## config.mk

```make
export PLATFORM = sky130hd
export DESIGN_NAME = anita3_buffer_scheduler
export DESIGN_NICKNAME = d
export VERILOG_FILES = /design/src/rtl/anita3_buffer_scheduler.sv
export SDC_FILE = /design/constraint.sdc
export NUM_CORES = 1
export LEC_CHECK = 0
export ABC_AREA = 1
export CAP_MARGIN = 20
export CORE_MARGIN = 2
export CORE_UTILIZATION = 50
export DETAILED_ROUTE_END_ITERATION = 16
export DONT_BUFFER_PORTS = 1
export SYNTH_ARGS = -nofsm -noshare
export SYNTH_HDL_FRONTEND = slang
export SYNTH_SLANG_ARGS = --single-unit
```

## constraint.sdc

```tcl
create_clock -name clk125_i -period 3.6 [get_ports clk125_i]
set_input_delay 0.54 -clock clk125_i [delete_from_list [all_inputs] [get_ports clk125_i]]
set_output_delay 0.54 -clock clk125_i [all_outputs]
set_load 0.01 [all_outputs]
```

## src/rtl/anita3_buffer_scheduler.sv

```systemverilog
// anita3_buffer_scheduler
// Allocates the four digitizer hold buffers (A-D, index 0-3) to incoming
// triggers in round-robin order, issues a one-cycle digitize strobe with the
// chosen buffer, latched trigger source and hold snapshot for the event
// generator, tracks which buffers are held until readout releases them, and
// keeps saturating deadtime and dropped-trigger counters.
//
// Ports:
//   clk125_i          sole clock (trigger domain)
//   rst_i             asynchronous active-high reset
//   enable_i          trigger acceptance enable
//   trig_i            single-cycle trigger pulse
//   trig_source_i     trigger source code, sampled with trig_i
//   clear_i           per-buffer release pulses
//   cnt_reset_i       synchronous clear of both counters
//   digitize_o        one-cycle digitize strobe
//   digitize_buffer_o allocated buffer index
//   digitize_source_o latched trigger source
//   buffer_status_o   hold mask snapshot including the new buffer
//   held_o            live hold mask
//   busy_o            high during ISSUE/HOLDOFF
//   dead_o            all four buffers held
//   deadtime_o        saturating dead-cycle count
//   dropped_o         saturating dropped-trigger count
module anita3_buffer_scheduler #(
  parameter int HOLDOFF        = 8,
  parameter int DEADTIME_WIDTH = 32,
  parameter int DROP_WIDTH     = 16
) (
  input  logic                      clk125_i,
  input  logic                      rst_i,
  input  logic                      enable_i,
  input  logic                      trig_i,
  input  logic [3:0]                trig_source_i,
  input  logic [3:0]                clear_i,
  input  logic                      cnt_reset_i,
  output logic                      digitize_o,
  output logic [1:0]                digitize_buffer_o,
  output logic [3:0]                digitize_source_o,
  output logic [3:0]                buffer_status_o,
  output logic [3:0]                held_o,
  output logic                      busy_o,
  output logic                      dead_o,
  output logic [DEADTIME_WIDTH-1:0] deadtime_o,
  output logic [DROP_WIDTH-1:0]     dropped_o
);

  localparam int HC_W = (HOLDOFF > 1) ? $clog2(HOLDOFF) : 1;

  typedef enum logic [1:0] {
    ST_IDLE    = 2'd0,
    ST_ISSUE   = 2'd1,
    ST_HOLDOFF = 2'd2
  } state_t;

  // First free buffer starting at the round-robin pointer. Scanning offsets
  // from 3 down to 0 lets the smallest free offset overwrite the others.
  function automatic logic [1:0] pick_free(input logic [3:0] held, input logic [1:0] rr);
    logic [1:0] idx;
    logic [1:0] pick;
    pick = rr;
    for (int i = 3; i >= 0; i--) begin
      idx = rr + 2'(i);
      if (!held[idx]) begin
        pick = idx;
      end
    end
    return pick;
  endfunction

  function automatic logic [3:0] onehot4(input logic [1:0] idx);
    return 4'b0001 << idx;
  endfunction

  state_t                    state_r, state_s;
  logic [HC_W-1:0]           hold_cnt_r, hold_cnt_s;
  logic [3:0]                held_r, held_s;
  logic [1:0]                rr_r;
  logic [1:0]                pick_s;
  logic                      accept_s;
  logic                      drop_s;
  logic                      digitize_r;
  logic [1:0]                buffer_r;
  logic [3:0]                source_r;
  logic [3:0]                status_r;
  logic                      busy_r;
  logic                      dead_r;
  logic [DEADTIME_WIDTH-1:0] deadtime_r;
  logic [DROP_WIDTH-1:0]     dropped_r;

  // Accept/drop decision, allocation, and next hold mask.
  always_comb begin
    accept_s = trig_i & enable_i & (state_r == ST_IDLE) & (held_r != 4'hF);
    drop_s   = trig_i & enable_i & ~accept_s;
    pick_s   = pick_free(held_r, rr_r);
    // A chosen buffer is always free in held_r, so clear and set never meet.
    if (accept_s) begin
      held_s = (held_r & ~clear_i) | onehot4(pick_s);
    end else begin
      held_s = held_r & ~clear_i;
    end
  end

  // Sequencer next-state and holdoff counter.
  always_comb begin
    state_s    = state_r;
    hold_cnt_s = hold_cnt_r;
    case (state_r)
      ST_IDLE: begin
        if (accept_s) begin
          state_s = ST_ISSUE;
        end else begin
          state_s = ST_IDLE;
        end
      end
      ST_ISSUE: begin
        state_s    = ST_HOLDOFF;
        hold_cnt_s = '0;
      end
      ST_HOLDOFF: begin
        if (hold_cnt_r == HC_W'(HOLDOFF - 1)) begin
          state_s = ST_IDLE;
        end else begin
          hold_cnt_s = hold_cnt_r + HC_W'(1);
        end
      end
      default: begin
        state_s    = ST_IDLE;
        hold_cnt_s = '0;
      end
    endcase
  end

  // Sequencer state register.
  always_ff @(posedge clk125_i or posedge rst_i) begin
    if (rst_i) begin
      state_r    <= ST_IDLE;
      hold_cnt_r <= '0;
    end else begin
      state_r    <= state_s;
      hold_cnt_r <= hold_cnt_s;
    end
  end

  // Hold mask, round-robin pointer and registered strobe/status outputs.
  always_ff @(posedge clk125_i or posedge rst_i) begin
    if (rst_i) begin
      held_r     <= 4'b0000;
      rr_r       <= 2'd0;
      digitize_r <= 1'b0;
      buffer_r   <= 2'd0;
      source_r   <= 4'h0;
      status_r   <= 4'b0000;
      busy_r     <= 1'b0;
      dead_r     <= 1'b0;
    end else begin
      held_r     <= held_s;
      digitize_r <= accept_s;
      busy_r     <= (state_s != ST_IDLE);
      dead_r     <= (held_s == 4'hF);
      if (accept_s) begin
        buffer_r <= pick_s;
        source_r <= trig_source_i;
        // Snapshot uses the pre-clear mask plus the new buffer.
        status_r <= held_r | onehot4(pick_s);
        rr_r     <= pick_s + 2'd1;
      end
    end
  end

  // Saturating deadtime and dropped-trigger counters; cnt_reset_i wins.
  always_ff @(posedge clk125_i or posedge rst_i) begin
    if (rst_i) begin
      deadtime_r <= '0;
      dropped_r  <= '0;
    end else if (cnt_reset_i) begin
      deadtime_r <= '0;
      dropped_r  <= '0;
    end else begin
      if (dead_r && !(&deadtime_r)) begin
        deadtime_r <= deadtime_r + DEADTIME_WIDTH'(1);
      end
      if (drop_s && !(&dropped_r)) begin
        dropped_r <= dropped_r + DROP_WIDTH'(1);
      end
    end
  end

  assign digitize_o        = digitize_r;
  assign digitize_buffer_o = buffer_r;
  assign digitize_source_o = source_r;
  assign buffer_status_o   = status_r;
  assign held_o            = held_r;
  assign busy_o            = busy_r;
  assign dead_o            = dead_r;
  assign deadtime_o        = deadtime_r;
  assign dropped_o         = dropped_r;

endmodule

```

==> metrics.md <==
| Metric | Value |
|---|---|
| Max Cap Viol | 0 |
| Drt via density | approximately 5.4 |
| YS warnings | 0 |
| Initial antenna violation count | 0 |
| Place WS | about 1.2 ns |
| Reg2reg path depth | 9 |
| Period minus WS final | roughly 2.3 ns |
| Clock share of power | between 30% and 40% |
| Count leader, synth | nand2_1 |
| WL per Instance | 15.4 µm |
| Largest area contributor in the netlist | dfrtp_1 |
| Max-slew violation count | 0 |
| Sequential element share of the synthesized area | 42.9% |
| RSZ-0062 raised after global routing | no |
| Status | complete, no violations |
| Crit path max fanout | 17 |
| Clock sinks | 72 |
| Post-CTS Setup Inserts | 0 |
| Net Count, Synth | around 580 |
| Mapped cell area | 0.00420 mm² |
| H-tree depth | 3 |
| Num CTS Buffers | 9 |
| Hold_ws | roughly 0.22 ns |
| Setup WS post-layout | around 1.3 ns |
| WS Path Type | reg2reg |
| Global Route Usage Sum | between 20% and 30% |
| Post-route non-filler standard cell count | between 600 and 700 |
| # diodes | 0 |
| Dpl cells | 652 |
| Worst reg2reg path startpoint | state_r[1] |
| Met1 Usage GRT | between 30% and 40% |
| CP Capture Type | flop |
| Yosys top cell area share | approximately 43% |
| Top FF cell, synth | dfrtp_1 |
| Sum Neg Setup Slack | 0 ns |
| EDFF count, synth | 0 |
| Met3 Track Usage GR | 5.30% |
| Crit path DAT | 2.51 ns |
| Post-CTS Hold Fix Bufs | 0 |
| Vias in the first global route | 3595 |
| Avg Cell Area, Syn | approximately 7.5 µm² |
| Die ar. | 0.00915 mm² |
| Ranking of synthesized cells by area | dfrtp_1 43%, nand2_1 14%, inv_1 5.2% |
| Final GP Congestion | slightly below 1 |
| Combinational share of power | approximately a fifth |
| Post-synth top cells | 161 x nand2_1, 72 x dfrtp_1, 58 x inv_1, 56 x nor2_1, 30 x o21ai_0 |
| Total wire length | about 10000 µm |
| I/O Pins | 78 |
| Initial Util | between 50% and 60% |
| Max-slew headroom | about two fifths |
| Async SR Flop Fraction | 100% |
| Max Root-Sink Buffers | 2 |
| TritonCTS clock tree | done |
| Max IR drop VDD | 0.356 mV |
| Die width | ~96 µm |
| Int Pwr | around 1.6 mW |
| Worst reg2reg endpoint | dropped_o[4] |
| Switch share | 33.8% |
| Slew @ Worst Pin | 0.873 ns |
| Clock slew at reported path FFs | approximately 0.080 ns |
| Post-route cell area | 0.00452 mm² |
| Fmax | around 0.44 GHz |
| Remaining antenna violation count | 0 |
| Lkg Pwr | roughly 2 nW |
| Pwr Density | ~520 mW/mm² |
| Number of gates resized after cts | 0 |
| Crit start category | flop |
| Placed inst area | 0.00428 mm² |
| DP HPWL | around 7500 µm |
| Unique masters post-synth | 39 |
| Final net count | 577 |
| Syn Inst Count | roughly 560 |
| Worst-Skew Late Latency | around 0.35 ns |
| Detailed Route Iter0 Violations | 154 |
| Sequential power share | 45.6% |
| First-pass DRT Iterations | 4 |
| Global route overflow | 0 |
| HP Class | in2async |
| Fraction of layout cells with a size suffix above 1 | between 10% and 20% |
| Largest net degree at the start of global routing | between 50 and 60 |
| Final Cycle Share | around 63% |
| Setup slack, reg-to-reg | 1.34 ns |
| Sw Pwr | around 0.79 mW |
| # setup viols final | 0 |
| Vias | around 3.6k |
| Port buffer count | 0 |
| Area grow syn2layout | 7.59% |
| Worst Path Required | slightly below 4 ns |
| Die extent in y | roughly 96 µm |
| Synth Register Bits | between 70 and 80 |
| Root buffer cell | clkbuf_8 |
| Core ar. | slightly above 0.008 mm² |
| Top Usage Layer GRT | met2 |
| First-pass GRT wire length | 17100 µm |
| Met2 global-route usage | between 40% and 50% |
| Detailed-route DRC error count | 0 |
| Row Count | 33 |
| Final worst clock skew | between 0.01 and 0.015 ns |
| Hold Vio Cnt, Final | 0 |
-- worst max-delay path, stage by stage, from the launching register on --
cell	delay, ns
dfrtp_1	0.41
nor3_1	0.27
nand2_1	0.27
inv_2	0.30
nor2_1	0.12
o21ai_2	0.25
nand2_2	0.22
inv_2	0.17
nand2_1	0.07
o31ai_1	0.07
-- area by class of cell --
class	count	area [µm²]
Fill cell	817	3650
Multi-Input combinational cell	405	2070
Sequential cell	72	1800
Inverter	69	268
Tap cell	105	131
Clock buffer	9	124
Clock inverter	7	120
Timing Repair Buffer	1	7.51
-- worst max-delay path by stage --
stage	start	to
floorplan	rst_i	buffer_status_o[0]
global placement	trig_i	dropped_o[4]
detailed placement	trig_i	dropped_o[7]
CTS	state_r[1]	dropped_o[7]
global route	state_r[1]	dropped_o[7]
finish	state_r[1]	dropped_o[4]
-- metal layers --
layer,up-vias,share of wire (%)
li1,1802,-
met1,1715,44
met2,89,49
met3,12,5.8
met4,0,0.94
met5,-,0
-- power groups by stage --
stage | sequential (mW) | clock (mW) | combinational (mW)
after floorplan | 1.03 | 0 | 0.438
after global placement | 1.09 | 0 | 0.475
after CTS | 1.07 | 0.810 | 0.493
after detailed placement | 1.09 | 0 | 0.493
final | 1.07 | 0.792 | 0.485
after global routing | 1.09 | 0.842 | 0.584
-- cell families (layout without fill, tap and decap cells) --
family                   Yosys count  in the layout  synth area share, %
AND/OR/NAND/NOR                  309            309                 33.1
AO/OA/AOI/OAI                     65             65                 9.14
adder cells (fa/ha/maj)            6              6                 1.79
flip-flops                        72             72                 42.9
XOR/XNOR                          25             25                 5.21
buffers and inverters             80             86                 7.89
-- flip-flops by register name (all words and copies together), names as in the netlist --
register           cells
buffer_status_o        4
busy_o                 1
dead_o                 1
deadtime_o            32
digitize_buffer_o      2
digitize_o             1
digitize_source_o      4
dropped_o             16
held_o                 4
hold_cnt_r             3
rr_r                   2
state_r                2
-- layout by cell type, fill, tap and decap left out, types with 2 or more instances in the layout --
cell and instances:
xnor2_1 8, nor4_1 3, ha_1 6, o21ai_0 30, o21a_1 2, nor3b_2 2
nor3_2 4, clkinv_2 2, dfrtp_1 72, inv_1 57, o21ai_1 7, nor3_1 26
nand4_1 14, nand2_1 161, nand2_2 8, o21ai_2 5, bufinv_16 3, nor2_1 56
o22ai_1 2, inv_2 9, a21oi_1 7, nand3_1 26, xor2_1 17, o31ai_1 10
clkbuf_8 9, clkinv_4 2, or2_2 2
-- stage by stage --
step                      utilization [%]  power, mW
after global placement               52.3       1.56
after floorplan                         -       1.47
after CTS                            55.3       2.37
final                                55.3       2.35
after global routing                 55.3       2.51
after detailed placement             52.3       1.58
(Power assumes the default switching activity.)
